<file path="src/rtl/servo_pkg.sv">
// -----------------------------------------------------------------------------
// servo_pkg
// Shared definitions for the servo PWM bank.
//   - Default parameter values (position width, frame length, pulse offset,
//     step multiplier/shift, slew step).
//   - pos_t:        servo position type at the default width.
//   - pos_to_width: position -> pulse width in clocks, clamped to PERIOD-1.
// Optional feature macro used by the bank: SERVO_SLEW_EN (see servo_pwm_chan).
// -----------------------------------------------------------------------------
package servo_pkg;

  localparam int DEF_POS_W     = 8;
  localparam int DEF_PERIOD    = 900_000;
  localparam int DEF_OFFSET    = 50_000;
  localparam int DEF_SDM       = 3125;
  localparam int DEF_SDD_SHIFT = 4;
  localparam int DEF_SLEW_STEP = 4;

  typedef logic [DEF_POS_W-1:0] pos_t;

  // The product is formed in 64 bits, which covers POS_W + $clog2(SDM+1)
  // for any sane parameter set, so nothing is lost before the shift.
  // Clamping to PERIOD-1 guarantees at least one low cycle per frame.
  function automatic logic [31:0] pos_to_width(
    input logic [31:0] pos,
    input int          offset,
    input int          sdm,
    input int          sdd_shift,
    input int          period
  );
    logic [63:0] prod;
    logic [63:0] wid;
    prod = 64'(pos) * 64'(sdm);
    wid  = 64'(offset) + (prod >> sdd_shift);
    if (wid > 64'(period - 1)) begin
      wid = 64'(period - 1);
    end
    return wid[31:0];
  endfunction

endpackage

</file>
<file path="src/rtl/servo_pwm_chan.sv">
// -----------------------------------------------------------------------------
// servo_pwm_chan
// One servo channel: shadow/active position registers, optional slew limit,
// pulse width calculation and the registered compare against the frame count.
// Optional feature macro: SERVO_SLEW_EN (limit active position movement to
// SLEW_STEP per frame; otherwise active jumps straight to the target).
// Ports:
//   clock_i    clock
//   reset      synchronous active-high reset
//   i_wr       write strobe already decoded for this channel
//   i_wr_pos   position being written
//   i_boundary high on the last cycle of the frame (commit point)
//   i_en       channel enable, latched at the boundary
//   i_count    shared frame counter
//   o_pwm      registered pulse output
// -----------------------------------------------------------------------------
module servo_pwm_chan
  import servo_pkg::*;
#(
  parameter int POS_W     = DEF_POS_W,
  parameter int PERIOD    = DEF_PERIOD,
  parameter int OFFSET    = DEF_OFFSET,
  parameter int SDM       = DEF_SDM,
  parameter int SDD_SHIFT = DEF_SDD_SHIFT,
  parameter int SLEW_STEP = DEF_SLEW_STEP,
  parameter int CNT_W     = $clog2(DEF_PERIOD)
) (
  input  logic             clock_i,
  input  logic             reset,
  input  logic             i_wr,
  input  logic [POS_W-1:0] i_wr_pos,
  input  logic             i_boundary,
  input  logic             i_en,
  input  logic [CNT_W-1:0] i_count,
  output logic             o_pwm
);

  // Without slewing the step is wider than any possible distance, so the
  // limiter below always lands directly on the target and folds away.
`ifdef SERVO_SLEW_EN
  localparam int EFF_STEP = SLEW_STEP;
`else
  localparam int EFF_STEP = 1 << POS_W;
`endif
  localparam logic [POS_W:0] STEP = (POS_W + 1)'(EFF_STEP);

  logic [POS_W-1:0] r_shadow;
  logic [POS_W-1:0] r_active;
  logic             r_en;
  logic             r_pwm;
  logic [POS_W-1:0] w_target;
  logic [POS_W-1:0] w_next_active;
  logic [POS_W:0]   w_up;
  logic [POS_W:0]   w_dn;
  logic [CNT_W-1:0] w_width;

  always_comb begin
    // A write in the boundary cycle is forwarded straight into the commit.
    w_target      = i_wr ? i_wr_pos : r_shadow;
    w_up          = {1'b0, w_target} - {1'b0, r_active};
    w_dn          = {1'b0, r_active} - {1'b0, w_target};
    w_next_active = w_target;
    if ((w_target > r_active) && (w_up > STEP)) begin
      w_next_active = r_active + STEP[POS_W-1:0];
    end else if ((w_target < r_active) && (w_dn > STEP)) begin
      w_next_active = r_active - STEP[POS_W-1:0];
    end
  end

  assign w_width = CNT_W'(pos_to_width(32'(r_active), OFFSET, SDM, SDD_SHIFT, PERIOD));

  always_ff @(posedge clock_i) begin
    if (reset) begin
      r_shadow <= '0;
      r_active <= '0;
      r_en     <= 1'b0;
      r_pwm    <= 1'b0;
    end else begin
      if (i_wr) begin
        r_shadow <= i_wr_pos;
      end
      if (i_boundary) begin
        r_active <= w_next_active;
        r_en     <= i_en;
      end
      r_pwm <= r_en && (i_count < w_width);
    end
  end

  assign o_pwm = r_pwm;

endmodule

</file>
<file path="src/rtl/servo_pwm_bank.sv">
// -----------------------------------------------------------------------------
// servo_pwm_bank
// NUM_CH servo PWM outputs sharing one frame counter. Positions are written
// into per-channel shadow registers at any time and committed at the frame
// boundary, so a pulse is never altered mid-frame.
// Optional feature macro: SERVO_SLEW_EN (per-frame slew limit, SLEW_STEP).
// Ports:
//   clock_i    clock
//   reset      synchronous active-high reset
//   wr_en_i    position write strobe
//   wr_chan_i  target channel (writes to channels >= NUM_CH are dropped)
//   wr_pos_i   new target position
//   en_i       per-channel enables, sampled at the frame boundary
//   pwm_o      registered servo pulses
//   frame_o    one-cycle pulse on the first cycle of each frame
// -----------------------------------------------------------------------------
module servo_pwm_bank
  import servo_pkg::*;
#(
  parameter int NUM_CH    = 8,
  parameter int POS_W     = DEF_POS_W,
  parameter int PERIOD    = DEF_PERIOD,
  parameter int OFFSET    = DEF_OFFSET,
  parameter int SDM       = DEF_SDM,
  parameter int SDD_SHIFT = DEF_SDD_SHIFT,
  parameter int SLEW_STEP = DEF_SLEW_STEP,
  localparam int WA_W     = (NUM_CH > 1) ? $clog2(NUM_CH) : 1,
  localparam int CNT_W    = $clog2(PERIOD)
) (
  input  logic              clock_i,
  input  logic              reset,
  input  logic              wr_en_i,
  input  logic [WA_W-1:0]   wr_chan_i,
  input  logic [POS_W-1:0]  wr_pos_i,
  input  logic [NUM_CH-1:0] en_i,
  output logic [NUM_CH-1:0] pwm_o,
  output logic              frame_o
);

  logic [CNT_W-1:0]  r_count;
  logic              r_frame;
  logic              w_boundary;
  logic [NUM_CH-1:0] w_wr;

  assign w_boundary = (r_count == CNT_W'(PERIOD - 1));

  always_ff @(posedge clock_i) begin
    if (reset) begin
      r_count <= '0;
      r_frame <= 1'b0;
    end else begin
      r_count <= w_boundary ? '0 : r_count + 1'b1;
      // Registered like the pulses, so it lines up with the first high cycle.
      r_frame <= (r_count == '0);
    end
  end

  assign frame_o = r_frame;

  genvar gi;
  generate
    for (gi = 0; gi < NUM_CH; gi++) begin : g_chan
      // Out-of-range channel numbers match no instance and are dropped.
      assign w_wr[gi] = wr_en_i && (wr_chan_i == WA_W'(gi));

      servo_pwm_chan #(
        .POS_W     (POS_W),
        .PERIOD    (PERIOD),
        .OFFSET    (OFFSET),
        .SDM       (SDM),
        .SDD_SHIFT (SDD_SHIFT),
        .SLEW_STEP (SLEW_STEP),
        .CNT_W     (CNT_W)
      ) u_chan (
        .clock_i    (clock_i),
        .reset      (reset),
        .i_wr       (w_wr[gi]),
        .i_wr_pos   (wr_pos_i),
        .i_boundary (w_boundary),
        .i_en       (en_i[gi]),
        .i_count    (r_count),
        .o_pwm      (pwm_o[gi])
      );
    end
  endgenerate

endmodule

</file>
<file path="config.mk">
export PLATFORM = sky130hd
export DESIGN_NAME = servo_pwm_bank
export DESIGN_NICKNAME = d
export VERILOG_FILES = /design/src/rtl/servo_pkg.sv /design/src/rtl/servo_pwm_chan.sv /design/src/rtl/servo_pwm_bank.sv
export SDC_FILE = /design/constraint.sdc
export NUM_CORES = 1
export LEC_CHECK = 0
export CAP_MARGIN = 5
export CORE_ASPECT_RATIO = 0.8
export CORE_UTILIZATION = 58
export CTS_BUF_LIST = sky130_fd_sc_hd__clkbuf_16
export DETAILED_ROUTE_END_ITERATION = 6
export HOLD_SLACK_MARGIN = 0.03
export PLACE_DENSITY = 0.74
export SETUP_SLACK_MARGIN = 0.1
export SYNTH_ARGS = -nofsm -noshare
export SYNTH_HDL_FRONTEND = slang
export SYNTH_SLANG_ARGS = --single-unit
</file>
<file path="constraint.sdc">
create_clock -name clock_i -period 7.1 [get_ports clock_i]
set_input_delay 1.42 -clock clock_i [delete_from_list [all_inputs] [get_ports clock_i]]
set_output_delay 1.42 -clock clock_i [all_outputs]
set_load 0.02 [all_outputs]
</file>
# Yosys cells after proc, flatten, opt, wreduce, memory -nomap -nowiden
# Cells that the tools add are included.
# word_totals
output_inout_bits	9
ff_bits	165
wordCells	198
latchBits	0
ramBits	0
mem_count	0
romBits	0
input_bits	22
# classes
magnitude_cmp	48
multipliers	8
add_sub_neg	25
bitwise	16
n_shift	0
n_mux	16
reduce_logical	43
eq_ne	8
div	0
# ops
cell	count
greater-than comparator 64 x 20 -> 1 bit (second input constant)	8
< comparator 20 bit	8
multiplier 8 x 12 -> 20 bit (second input constant)	8
two-way mux 20 bit	8
greater-than comparator 9 bit (second input constant)	16
subtractor 8 x 8 -> 9 bit	16
adder 16 x 16 -> 17 bit (first input constant)	8
greater-than comparator 8 bit	8
< comparator 8 bit	8
two-way mux 8 bit	8
logical AND 1 bit	32
AND reduction 3 bit	8
adder 20 x 1 -> 20 bit (second input constant)	1
equality test 20 bit (second input constant)	1
logical NOT 20 bit	1
inverter 1 bit	16
equality test 3 bit (second input constant)	4
equality test 3 x 2 -> 1 bit (second input constant)	2
equality test 3 x 1 -> 1 bit (second input constant)	1
logical NOT 3 bit	1
OR reduction 2 bit	1

# Depth between registers and ports, before layout
# Gate-level depths: netlist of run 1.
# logic_depth
ltp_word	8
mapped_depth	24
mapped_depth_nobuf	23

# Modules after synthesis
# From an unflattened synthesis of run 1, not the netlist that was laid out.
# unflattened
hier_cells	2991
hier_area_um2	26673.1
# modules_own_cells
mod	cells_each	area_per_inst_um2	seq_area_each_um2	n_inst
servo_pwm_chan at g_chan[0].u_chan ...	353	3176.8	360.3	2
servo_pwm_chan at g_chan[5].u_chan ...	357	3149.3	360.3	2
servo_pwm_chan at g_chan[2].u_chan	382	3334.4	360.3	1
servo_pwm_chan at g_chan[3].u_chan	363	3246.9	360.3	1
servo_pwm_chan at g_chan[4].u_chan	351	3216.8	360.3	1
servo_pwm_chan at g_chan[7].u_chan	346	3164.3	360.3	1
servo_pwm_bank	129	1058.5	420.4	1

# Worst setup path before layout of run 1
# Ideal clock, no wire load.
# synth_timing
path_kind	reg2reg
start	reg g_chan[4].u_chan.r_active[4]
end	reg g_chan[4].u_chan.r_pwm
n_path_buf	0
arrival_time_ns	5.286
period_less_slack_ns	5.413
setup_ns	0.127
slack_ns	1.687
required_ns	6.973
path_stages_with_launch	23
cell_sequence	dfxtp_1 > ha_1 > ha_1 > inv_1 > fa_1 > inv_1 > fa_1 > ha_1 > nor2b_1 > o31a_1 > o21a_4 > a21o_1 > a21oi_1 > xnor2_1 > nand2_1 > nor4_1 > xor2_1 > ha_1 > a21o_1 > a21oi_1 > o21ai_0 > a2111oi_0 > or3_1
# synth_between
elab_chain_len	6
# synth_rtl
item	line	source
start: declaration	servo_pwm_chan.sv:48	logic [POS_W-1:0] r_active;
start signal: assignment	servo_pwm_chan.sv:83	r_active <= w_next_active;
multiplier 8 x 12 -> 20 bit *	servo_pkg.sv:33	prod = 64'(pos) * 64'(sdm);
adder 16 x 16 -> 17 bit *	servo_pkg.sv:34	wid = 64'(offset) + (prod >> sdd_shift);
greater-than comparator 64 x 20 -> 1 bit	servo_pkg.sv:35	if (wid > 64'(period - 1)) begin
two-way mux 20 bit *	servo_pkg.sv:35	
< comparator 20 bit *	servo_pwm_chan.sv:86	r_pwm <= r_en && (i_count < w_width);
logical AND 1 bit *	servo_pwm_chan.sv:86	
end signal: assignment	servo_pwm_chan.sv:86	
end: declaration	servo_pwm_chan.sv:50	logic r_pwm;
# Every way passes the cells marked *; elsewhere a longest branch is shown, timed or not.
# A chain may end at the register's enable or synchronous reset.

# Final worst setup path of run 1
# layout_timing
start	reg g_chan[3].u_chan.r_active[4]
end	reg g_chan[3].u_chan.r_pwm
# layout_between
elab_chain_len	6
# layout_rtl
item	line
start: declaration	servo_pwm_chan.sv:48
start signal: assignment	servo_pwm_chan.sv:83
multiplier 8 x 12 -> 20 bit *	servo_pkg.sv:33
adder 16 x 16 -> 17 bit *	servo_pkg.sv:34
greater-than comparator 64 x 20 -> 1 bit	servo_pkg.sv:35
two-way mux 20 bit *	servo_pkg.sv:35
< comparator 20 bit *	servo_pwm_chan.sv:86
logical AND 1 bit *	servo_pwm_chan.sv:86
end signal: assignment	servo_pwm_chan.sv:86
end: declaration	servo_pwm_chan.sv:50
# Marks and branches as above.

==> results.md, run 1 <==
- The run finished with clean final reports.
- Buffers added to address setup during post-CTS repair amount to 0.
- The H-tree was split into 4 levels.
- In the routed design, unresolved DRC markers number 0.
- The worst-case vdd ir drop is 0.196 mV.
- Summed over all layers, the routed wires come to 65300 um.
- Setup repair after global routing left no endpoint under its margin.
- The starting DRC count in detailed routing is 1318.
- For this configuration, the core starts out at a cell density of 59.1%.
- The cell count after synthesis is 2973.
- The first global-routing pass estimated 106000 um of wire.
- The top flip-flop cell by instance count after synthesis is sky130_fd_sc_hd__dfxtp_1.
- Along the worst hold path, the cell count comes to 2.
- The worst path meets setup with 1130 ps of slack.
- The synthesized netlist occupies a cell area of 26300 sq um.
- The hold-fix buffer count after cts is 0.
- The post-cts resize count is 0.
- For this design the ratio of total power to cell area is 78.5 nW/um^2.
- The number of antenna diodes in the final layout is 0.
- The detail route stage leaves a number of antenna-violating nets equal to 0.
- Summed over all layers, the global routing overflow is 0.
- In the synthesized netlist the async set-or-reset flop fraction comes to 0%.
- The worst setup path is of the flip-flop to flip-flop kind.
- Counting flops and latches in the post-synthesis netlist gives 165.
- At the end of routability-driven placement, the weighted congestion stood at 0.876.
- By area, the combinational part of the netlist is dominated by adder cells.
- Derived from the worst setup path, the maximum achievable clock frequency is 167 MHz.
- The via count of the first global-routing pass came to 21237.
- The floorplan step set the die height to 193 um.
- The maximum fanout count along the critical path is 12.
- Entering global routing, the biggest net connects 87 pins.
- The number of buffers created by CTS is 17.
- The count of final hold-check violations is 0.
- Summing over every cut layer, the via total after detailed routing is 21613.
- The number of detailed-routing iterations run before antenna repair is 5.
- The core area is 44500 sq um.
- The number of antenna violations at the first check in global routing was 0.
- The netlist uses 98 different library cells.
- The setup-violating endpoint count in the final report is 0.
- The slew at the pin with the worst max-slew slack is 1110 ps.
- The number of cells on the worst reg-to-reg path is 21.
- The critical path endpoint category is a flip-flop.
- The Yosys step of the flow raised 0 warnings.
- In the final layout, the share of cells above drive strength 1 is 5.43%.
- Once layout is complete, the cells apart from fillers number 3606.
- The startpoint type of the worst setup path is a flip-flop.
- The xor and xnor fraction of the mapped netlist area is 6.48%.
- Dividing the detail-routed wire length by the instance count gives 18.1 um.
- In the layout the commonest cells are 671 x sky130_fd_sc_hd__ha_1, 259 x sky130_fd_sc_hd__inv_1, 243 x sky130_fd_sc_hd__nor2_1, 165 x sky130_fd_sc_hd__dfxtp_1, 162 x sky130_fd_sc_hd__a21oi_1.
- The number of primary I/O pins is 31.
- Input and output buffers added on the ports amount to 30.
- The worst slack at placement is 1220 ps.
- The final critical-path required period is 5970 ps.
- Global routing used 28.8% of the available tracks.
- The cell leakage power is 15.3 nW.
- The cell area after placement is 27300 sq um.
- The max-capacitance violation count is 0.
- The type of the tightest min-delay check is flip-flop to flip-flop.
- After clock tree synthesis, the clock-pin slew on the worst setup and hold paths is 70 ps.
- The number of fillers in the final layout is 3818.
- Sequential elements use 12.6% of the synthesized area.
- The area added between synthesis and finish is 5.94%.
- The data required time of the worst path is 7470 ps.
- The root buffer selected by CTS is sky130_fd_sc_hd__clkbuf_16.
- The post-synth net total is 3770.
- The compound-cell area share of the yosys netlist is 17.6%.
- The placed cell count is 3574.
- The final layout net count is 3787.
- Summing the areas of all and, or, nand and nor instances in the mapped netlist gives 14.2% of the synthesized area.
- The design draws 2.19 mW.
- The worst slew margin relative to its limit is 25.7%.
- Counting every sink on the clock net gives 165.
- The post-route cell area is 27900 sq um.
- Counting along the longest clock path gives a buffer depth of 2.
- The max-slew violation count is 0.
- The synthesized-area fraction occupied by adder cells is 39.8%.
- The clock latency at the later pin of the worst-skew pair is 480 ps.
- Adding up every negative setup slack in the final design gives 0 ps.
- The post-synthesis area per instance is 8.85 sq um.
- The die area is 46200 sq um.
- The share of the clock period used by the worst path after layout is 84.1%.
- The data arrival time of the critical path is 6340 ps.
- The clock arrives with 16.1 ps of skew.
- Detailed placement ended at an HPWL of 50600 um.
- Leaving out fill and tap cells, the most frequent cell in the layout is sky130_fd_sc_hd__ha_1.
- The number of enable flip-flop cells after synthesis is 0.
- The die width is 240 um.
- The multiplexer fraction of the synthesized cell area is 4.53%.
- The detailed-route vias per instance is 5.99.
- TritonCTS built the clock tree.
- The floorplan has 69 rows.
-- metrics by stage --
step | hold WS [ps] | utilization, %
6_report | 456 | 62.6
3_3_place_gp | 440 | 61.3
5_1_grt | 482 | 62.6
4_1_cts | 459 | 62.6
3_5_place_dp | 446 | 61.3
2_1_floorplan | 427 | -
-- registers in the layout, summed over array words and instances (netlist names) --
name and cells:
r_count 20, g_chan.u_chan.o_pwm 8, g_chan.u_chan.r_shadow 64, frame_o 1, g_chan.u_chan.r_en 8, g_chan.u_chan.r_active 64
-- cell type report --
cell class              count  area, sq um  share of cell area (%)
inverters                 260          976                    3.50
clock inverters            15          130                   0.467
repair buffers             63          546                    1.96
well taps                 603          754                    2.71
flip-flops and latches    165         3300                    11.9
multi-input cells        2483        21700                    78.0
clock buffers              17          425                    1.53
-- Yosys cell counts, drive strengths merged, types with 14 or more instances --
cell type	n	area share, %
a211o	21	0.70
a211oi	31	1.0
a21o	97	2.8
a21oi	163	3.1
a31oi	19	0.51
and2	17	0.40
and3	26	0.62
buf	26	0.55
clkbuf	39	0.56
dfxtp	165	13
fa	104	7.9
ha	671	32
inv	259	3.7
mux2	41	1.8
mux2i	73	2.8
nand2	109	1.6
nand2b	45	1.1
nand3	43	0.82
nand4	28	0.67
nor2	243	3.5
nor2b	53	1.3
nor3	66	1.3
nor3b	14	0.42
nor4	16	0.43
o211ai	20	0.61
o21a	61	1.8
o21ai	131	2.5
or2	14	0.33
or3	16	0.38
xnor2	97	3.3
xor2	96	3.2
-- report_power, final --
group	internal, mW	total (mW)	leakage (nW)	switching (mW)
clock network	0.484	0.934	0.264	0.451
registers	0.935	0.938	1.33	0.00328
logic	0.127	0.314	13.7	0.187
-- final timing paths --
path	slack [ps]	start	to
setup reg to reg	1130	g_chan[3].u_chan.r_active[4]	g_chan[3].u_chan.o_pwm
setup / recovery	1130	g_chan[3].u_chan.r_active[4]	g_chan[3].u_chan.o_pwm
hold / removal	460	g_chan[1].u_chan.r_en	g_chan[1].u_chan.r_en
hold reg to reg	460	g_chan[1].u_chan.r_en	g_chan[1].u_chan.r_en
-- routing by layer --
layer | vias up | share of wire, % | track usage (%)
li1 | 10710 | - | -
met1 | 10309 | 47 | 38.6
met2 | 499 | 45 | 47.3
met3 | 95 | 4.9 | 4.19
met4 | 0 | 2.9 | 10.1
met5 | - | 0 | 0
-- cell families after synthesis --
| logic type | Yosys count |
|---|---|
| buf+inv | 325 |
| xor+xnor | 193 |
| flops | 165 |
| simple gates | 733 |
| mux | 114 |
| fa+ha+maj | 775 |
| compound gates | 668 |
-- worst max-delay path: stages, from the launching register on --
cell and delay, ps:
sky130_fd_sc_hd__dfxtp_1 470, sky130_fd_sc_hd__ha_1 310, sky130_fd_sc_hd__ha_1 280, sky130_fd_sc_hd__inv_1 50, sky130_fd_sc_hd__fa_1 500, sky130_fd_sc_hd__inv_1 60, sky130_fd_sc_hd__fa_1 470, sky130_fd_sc_hd__ha_1 370
sky130_fd_sc_hd__nor2b_1 170, sky130_fd_sc_hd__o31a_1 260, sky130_fd_sc_hd__o21a_1 220, sky130_fd_sc_hd__a31oi_1 770, sky130_fd_sc_hd__nor4bb_1 370, sky130_fd_sc_hd__o32ai_1 150, sky130_fd_sc_hd__nor2b_1 200, sky130_fd_sc_hd__a31oi_1 120
sky130_fd_sc_hd__xnor2_1 140, sky130_fd_sc_hd__ha_1 310, sky130_fd_sc_hd__a21oi_1 70, sky130_fd_sc_hd__or3b_2 430, sky130_fd_sc_hd__nand4b_1 110, sky130_fd_sc_hd__a21oi_1 40
Power figures use the tool's default switching activity.
==> inputs of run 2 (changes only) <==
- clock period: 7.1 -> 5.5 ns (I/O delays scaled with it)
==> run 2 against run 1 <==
  * Via count up 3.4%
  * Setup slack worse by 1100 ps
  * Cell area up 5.0%
  * Power up 29%
  * Register-to-register slack worse by 1100 ps
  * Maximum frequency up 9.3%
  * Cell count up 2.3%
==> results.md, run 2 (synthesis results as in run 1) <==
- The number of buffer and inverter stages on the critical path came to 3 (+1).
- The placed cell count was 3636 (+1.7%).
- The worst-case register-to-register setup slack is 40 ps (-1090 ps).
- The starting utilization of the core area is 59.1% (unchanged).
- The number of primary I/O pins is 31 (unchanged).
- The max-slew violation count was 0 (unchanged).
- In this run the clock root is driven by a sky130_fd_sc_hd__clkbuf_16.
- The routed wire length came to 68400 um (+4.8%).
- The run finished with clean final reports.
- The critical path start-end classification is flip-flop to flip-flop.
- The routed length per placed instance is 18.5 um (+2.4%).
- The number of detailed-routing iterations run before antenna repair is 6 (+1).
- The die area is 46200 sq um (unchanged).
- The number of remaining DRC errors was 0 (unchanged).
- The critical path depth in cells was 23 (+9.5%).
- The count of final hold-check violations is 0 (unchanged).
- The wire length of the first global-routing pass is 109000 um (+1.9%).
- The data required time of the worst path is 5860 ps (-1610 ps).
- The overall track demand over capacity in global routing is 29.5% (+0.63 points).
- The path class of the tightest hold or removal check is flip-flop to flip-flop.
- The core area is 44500 sq um (unchanged).
- Traced cell by cell, the critical path runs through ha_4, ha_4, inv_2, fa_1, inv_2, fa_1, ha_1, nor2b_4, o31a_1, o21a_1, or3_4, and2_4, o21a_1, nor3b_2, buf_4, nor4_4, xor2_1, ha_1, a21o_1, a21oi_2, o21ai_2, nor3_1, or3_1.
- The starting DRC count in detailed routing is 1196 (-9.3%).
- The post-route antenna net violation count is 0 (unchanged).
- The maximum number of buffers from clock root to sink came to 2 (unchanged).
- The library cell used most frequently in the layout, excluding fill and tap cells, is sky130_fd_sc_hd__ha_1.
- The number of cell rows is 69 (unchanged).
- The worst-case vdd ir drop came to 0.234 mV (+19%).
- The setup-violating endpoint count in the final report was 0 (unchanged).
- The clock skew after layout is 14.6 ps (-1.43 ps).
- The placed wire-length estimate is 52300 um (+3.5%).
- The worst setup path is launched from a flip-flop.
- The share of the clock period used by the worst path after layout is 99.3% (+15 points).
- The area added between synthesis and finish is 11.3%.
- The worst setup path is captured at a flip-flop.
- The most critical setup path has its endpoint at g_chan[4].u_chan.o_pwm.
- The smallest hold slack is 453 ps (-3.44 ps).
- The routability congestion estimate came to 0.913 (+4.2%).
- The largest net degree at the start of global routing is 73 (-16%).
- The max-capacitance violation count is 0 (unchanged).
- The total number of vias is 22338 (+3.4%).
- The slew at the pin with the worst max-slew slack is 1030 ps (-79.6 ps).
- The maximum achievable frequency is 183 MHz (+9.3%).
- The maximum fanout count along the critical path was 4 (-8).
- The via count of the first global-routing pass was 21922 (+3.2%).
- The slowest stage of the critical path is the sky130_fd_sc_hd__fa_1 cell.
- The final critical-path required period was 5460 ps (-510 ps).
- The kind of cell with the highest combined delay on the critical path is adder cells.
- The areal power density over the cells was 96.3 nW/um^2 (+23%).
- The worst slew margin relative to its limit is 31.3% (+5.7 points).
- The number of buffer cells added on primary ports was 30 (unchanged).
- The data arrival time of the critical path is 5830 ps (-510 ps).
- The number of cells on the worst reg-to-reg path is 23 (+9.5%).
- The detailed-route vias per instance was 6.05 (+1.0%).
- The number of antenna cells inserted is 0 (unchanged).
- The delay contributed by the slowest stage of the critical path came to 490 ps (-280 ps).
- The share of cells above drive strength 1 was 12.1% (+6.7 points).
- Setup repair after global routing could not meet its margin everywhere.
- The clock latency at the later pin of the worst-skew pair is 480 ps (about the same).
- The post-CTS clock slew at the launch and capture registers of the worst setup and hold paths was 80 ps (about the same).
- The final design utilization is 65.7% (+3.1 points).
- The worst reg2reg path startpoint is g_chan[4].u_chan.r_active[2].
- The number of standard cells in the layout, taps in and fillers out came to 3690 (+2.3%).
- The terminus of the critical flop-to-flop path is g_chan[4].u_chan.o_pwm.
- The overall power consumption is 2.82 mW (+29%).
- The floorplan die height was 193 um (unchanged).
- In the layout the commonest cells are 644 x sky130_fd_sc_hd__ha_1, 258 x sky130_fd_sc_hd__inv_1, 241 x sky130_fd_sc_hd__nor2_1, 152 x sky130_fd_sc_hd__dfxtp_1, 146 x sky130_fd_sc_hd__a21oi_1.
- The cell leakage power is 15.8 nW (+3.1%).
- Tracing the worst setup path back leads to its startpoint at g_chan[4].u_chan.r_active[2].
- The hold-fix buffer count after cts came to 0 (unchanged).
- The number of clock sinks seen by CTS is 165 (unchanged).
- The number of buffers created by CTS came to 17 (unchanged).
- The overflow left after global routing is 0 (unchanged).
- The final layout net count was 3871 (+2.2%).
- The number of antenna violations at the first check in global routing was 0 (unchanged).
- The die width is 240 um (unchanged).
- The setup total negative slack was 0 ps (unchanged).
- The largest registers in the layout are g_chan.u_chan.r_active: 64 flops, g_chan.u_chan.r_shadow: 64 flops, r_count: 20 flops.
- TritonCTS built the clock tree.
- The deepest level of the CTS H-tree is 4 (unchanged).
==> run 2: how the worst min path moves through the flow <==
| stage | depth (start not counted) | from | end | slack, ps |
|---|---|---|---|---|
| 6_report | 2 | g_chan[1].u_chan.r_en | g_chan[1].u_chan.r_en | 450 |
| 5_1_grt | 2 | g_chan[1].u_chan.r_en | g_chan[1].u_chan.r_en | 480 |
| 4_1_cts | 2 | g_chan[1].u_chan.r_en | g_chan[1].u_chan.r_en | 450 |
| 3_5_place_dp | 2 | g_chan[1].u_chan.r_en | g_chan[1].u_chan.r_en | 440 |
| 3_3_place_gp | 2 | g_chan[1].u_chan.r_en | g_chan[1].u_chan.r_en | 440 |
| 2_1_floorplan | 2 | g_chan[1].u_chan.r_en | g_chan[1].u_chan.r_en | 430 |
==> run 2: power by group <==
part | total (mW) | switching [mW] | internal [mW]
registers | 1.22 | 0.0152 | 1.21
logic | 0.407 | 0.237 | 0.171
clock network | 1.19 | 0.603 | 0.589
==> run 2: metal layers <==
metal,global-route usage (%),vias up,wire length [um]
met5,0,-,0
met4,10.5,0,2080
met3,4.12,133,3840
met2,49.3,584,31700
met1,38.7,10747,30800
li1,-,10874,-
==> run 2: cell type report <==
cell class / count / area, sq um
clock buffer: 17 / 425
timing repair buffer: 147 / 1190
clock inverter: 15 / 120
fill: 3657 / 15300
sequential: 165 / 3320
tap: 603 / 754
inverter: 260 / 976
multi-input combinational: 2483 / 22500
==> run 2: tightest hold or removal path, cell delays in order (launching register included) <==
cell and delay [ps]:
sky130_fd_sc_hd__dfxtp_1 310, sky130_fd_sc_hd__nand2_1 50, sky130_fd_sc_hd__a21oi_1 50
==> run 2: repair_timing <==
item | 4_1_cts | 5_1_grt
setup buffers | 5 | 17
endpoints found under the setup margin | 6 | 8
pin swaps | 15 | 75
gates resized for setup | 23 | 137
==> run 2: per-stage QoR <==
stage               instance area [sq um]  setup slack [ps]
global route                        29300              -190
detailed placement                  27800              -115
global placement                    27800              94.4
finish                              29300              38.1
CTS                                 28500              44.4
floorplan                           26300               138
==> inputs of run 3 (changes only) <==
- CORE_MARGIN: not set -> 8
- CORE_UTILIZATION: 58 -> 60
- PLACE_DENSITY: 0.74 -> 0.77
==> run 3 against run 2 <==
  * Sequential power barely moved
  * Maximum frequency up 0.61%
  * Via count up 1.2%
  * Largest cell class unchanged
  * Critical path depth down 3
  * Hold slack improved by 7.7 ps
  * Clock skew shrank 1.7 ps
  * Routed wire length rose by 3.6%
  * Clock-buffer cell count did not move
  * Largest power group is now clock
  * Combinational power up 5%
==> results.md, run 3 (synthesis results as in run 1) <==
- The worst path setup slack after routing is 71.4 ps (+33.3 ps).
- The cell internal power dissipation was 1.98 mW (+0.97%).
- The maximum number of buffers from clock root to sink is 2 (unchanged).
- The worst reg2reg path startpoint is g_chan[4].u_chan.r_active[4].
- The top cell types in the final layout, fill and taps aside, are 648 x sky130_fd_sc_hd__ha_1, 259 x sky130_fd_sc_hd__inv_1, 241 x sky130_fd_sc_hd__nor2_1, 148 x sky130_fd_sc_hd__a21oi_1, 146 x sky130_fd_sc_hd__dfxtp_1.
- The number of detailed-routing iterations run before antenna repair was 5 (-1).
- The post-route cell area is 29400 sq um (+0.36%).
- The number of buffer and inverter stages on the critical path is 0 (-3).
- The detailed-route vias per instance was 6.18 (+2.1%).
- The placed cell count came to 3597 (-1.1%).
- The flow ran to the end, and the final reports show no timing, DRC or antenna violations.
- Relative to the synthesized area, the layout overhead comes to 11.7%.
- The routed wire length was 70800 um (+3.6%).
- The worst slew margin relative to its limit came to 33.5% (+2.2 points).
- The starting utilization of the core area is 60.9% (+1.8 points).
- The data arrival time of the critical path is 5790 ps (-40 ps).
- The placed wire-length estimate is 54100 um (+3.3%).
- The final critical-path required period is 5430 ps (-33.3 ps).
- The areal power density over the cells is 98.0 nW/um^2 (+1.7%).
- The overall track demand over capacity in global routing is 26.6% (-2.8 points).
- The max-capacitance violation count is 0 (unchanged).
- The starting DRC count in detailed routing is 1398 (+17%).
- The deepest level of the CTS H-tree is 4 (unchanged).
- The clock skew after layout was 12.9 ps (-1.71 ps).
- The share of cells above drive strength 1 is 12.3% (+0.26 points).
- The cell area after placement was 27800 sq um (-0.13%).
- The startpoint of the worst hold path is g_chan[6].u_chan.r_en.
- The number of buffers created by CTS is 17 (unchanged).
- The cell leakage power is 15.9 nW (+0.79%).
- The switching portion of total power is 31.1% (+0.76 points).
- The fraction of power consumed by combinational cells is 14.8% (+0.4 points).
- The share of power burned in the clock network is 43.3% (+1.0 points).
- The final design utilization was 68.0% (+2.3 points).
- The worst slack at placement is -133 ps (-18.4 ps).
- The number of cell rows came to 68 (-1.4%).
- The final layout net count is 3880 (+0.23%).
- The most common library cell in the layout ignoring fill and taps is sky130_fd_sc_hd__ha_1.
- The number of standard cells in the layout, taps in and fillers out is 3657 (-0.89%).
- The slew at the pin with the worst max-slew slack is 989 ps (-39.6 ps).
- The critical path goes through ha_1, fa_1, fa_1, ha_1, ha_1, o21a_1, o31a_1, o21a_1, or3_4, and2_4, o21a_4, nor3b_4, nor4_4, xor2_1, ha_1, a21o_1, a21oi_2, o21ai_2, nor3_1, or3_1.
- The kind of cell with the highest combined delay on the critical path is adder cells.
- The clock latency at the later pin of the worst-skew pair is 480 ps (about the same).
- The cell that appears most often on the critical path is sky130_fd_sc_hd__ha_1.
- The reported net switching power came to 894 uW (+4.6%).
- The worst min-delay path endpoint is g_chan[6].u_chan.r_en.
- The maximum fanout count along the critical path is 4 (unchanged).
- The sequential group share of total power is 41.9% (-1.4 points).
- The cell depth of the worst min-delay path is 2 (unchanged).
- The wire length of the first global-routing pass was 112000 um (+3.4%).
- The number of cells on the worst reg-to-reg path is 20 (-13%).
- The overflow left after global routing is 0 (unchanged).
- The setup-violating endpoint count in the final report was 0 (unchanged).
- In this run the critical register-to-register path is captured at g_chan[4].u_chan.o_pwm.
- The number of antenna violations at the first check in global routing came to 3 (+3).
- The worst-case register-to-register setup slack is 70 ps (+30 ps).
- The share of the clock period used by the worst path after layout is 98.7% (-0.60 points).
- The max-slew violation count came to 0 (unchanged).
- The TritonCTS clock tree is built.
- The post-route antenna net violation count came to 0 (unchanged).
- The tree is rooted in a sky130_fd_sc_hd__clkbuf_16.
- The die area came to 50900 sq um (+10%).
- The routed length per placed instance was 19.4 um (+4.5%).
- The floorplan die height was 203 um (+5.6%).
- The maximum achievable frequency came to 184 MHz (+0.61%).
- The number of fillers in the final layout is 3341 (-8.6%).
- Setup repair after global routing could not meet its margin everywhere.
- The total number of vias was 22607 (+1.2%).
- The highest-delay cell along the critical path is sky130_fd_sc_hd__fa_1.
- The delay contributed by the slowest stage of the critical path is 540 ps (+50 ps).
- The post-CTS clock slew at the launch and capture registers of the worst setup and hold paths is 80 ps (about the same).
- The worst setup path is launched from a flip-flop.
- The count of final hold-check violations was 0 (unchanged).
- The critical path endpoint category is a flip-flop.
- The min-delay analysis places its worst path in the category flip-flop to flip-flop.
- The data required time of the worst path is 5860 ps (about the same).
- The number of clock sinks seen by CTS was 165 (unchanged).
- The via count of the first global-routing pass came to 22533 (+2.8%).
- The number of buffer cells added on primary ports is 30 (unchanged).
- The number of remaining DRC errors came to 0 (unchanged).
- The largest net degree at the start of global routing came to 79 (+8.2%).
- The smallest hold slack is 460 ps (+7.73 ps).
- The routability congestion estimate is 0.912 (about the same).
- The critical path is of the flip-flop to flip-flop type.
- The largest registers in the layout are g_chan.u_chan.r_active: 64 flops, g_chan.u_chan.r_shadow: 64 flops, r_count: 20 flops.
- The core area is 43200 sq um (-3.0%).
- The die width is 250 um (+4.2%).
- The number of primary I/O pins was 31 (unchanged).
- The worst-case vdd ir drop is 0.247 mV (+5.6%).
[run 3: cell count changes in the layout (fill, tap and decap cells not counted), moves of 4 or more]
cell / previous run / this run
sky130_fd_sc_hd__buf_4: 116 / 125
sky130_fd_sc_hd__dfxtp_1: 152 / 146
sky130_fd_sc_hd__dfxtp_4: 2 / 6
sky130_fd_sc_hd__ha_1: 644 / 648
[run 3: per-layer routing]
metal / vias up / global-route usage, % / share of wire (%)
met5: - / 0 / 0.018
met2: 693 / 43.7 / 45
met1: 10876 / 35.3 / 44
met4: 2 / 8.82 / 3.2
li1: 10885 / - / -
met3: 151 / 4.69 / 7.2
[run 3: final cells by class]
type                    count  area, sq um  share of cell area, %
well taps                 560          701                   2.38
multi-input cells        2483        22500                   76.7
clock buffers              17          425                   1.45
repair buffers            156         1250                   4.26
flip-flops and latches    165         3340                   11.4
diodes                      1         2.50                0.00852
clock inverters            15          158                  0.537
inverters                 260          976                   3.32
[run 3: power by group through the flow]
stage                     registers (mW)  clock network [mW]  logic (mW)
after detailed placement            1.24                   0       0.413
after floorplan                     1.24                   0       0.280
final                               1.21                1.24       0.426
after CTS                           1.21                1.27       0.418
after global routing                1.21                1.31       0.463
after global placement              1.24                   0       0.399
[run 3: how the worst max path moves through the flow]
stage | from | to | cells past startpoint
5_1_grt | g_chan[4].u_chan.r_active[4] | g_chan[4].u_chan.o_pwm | 21
3_5_place_dp | g_chan[4].u_chan.r_active[4] | g_chan[4].u_chan.o_pwm | 22
3_3_place_gp | g_chan[4].u_chan.r_active[4] | g_chan[4].u_chan.o_pwm | 23
6_report | g_chan[4].u_chan.r_active[4] | g_chan[4].u_chan.o_pwm | 20
2_1_floorplan | g_chan[4].u_chan.r_active[4] | g_chan[4].u_chan.o_pwm | 22
4_1_cts | g_chan[4].u_chan.r_active[2] | g_chan[4].u_chan.o_pwm | 23
[run 3: what timing repair did]
item,CTS,global route
gates resized for setup,25,142
endpoints found under the setup margin,6,8
gates cloned,0,1
setup buffers,3,23
pin swaps,12,64
hold buffers,0,0
[run 3: tightest hold or removal path, stage by stage, from the launching register on]
cell,delay (ps)
sky130_fd_sc_hd__dfxtp_1,320
sky130_fd_sc_hd__nand2_1,50
sky130_fd_sc_hd__a21oi_1,50
[run 3: stage by stage]
stage | power [mW] | setup TNS [ps]
3_5_place_dp | 1.65 | -195
2_1_floorplan | 1.52 | 0
6_report | 2.88 | 0
3_3_place_gp | 1.64 | 0
4_1_cts | 2.89 | 0
5_1_grt | 2.98 | -54.3
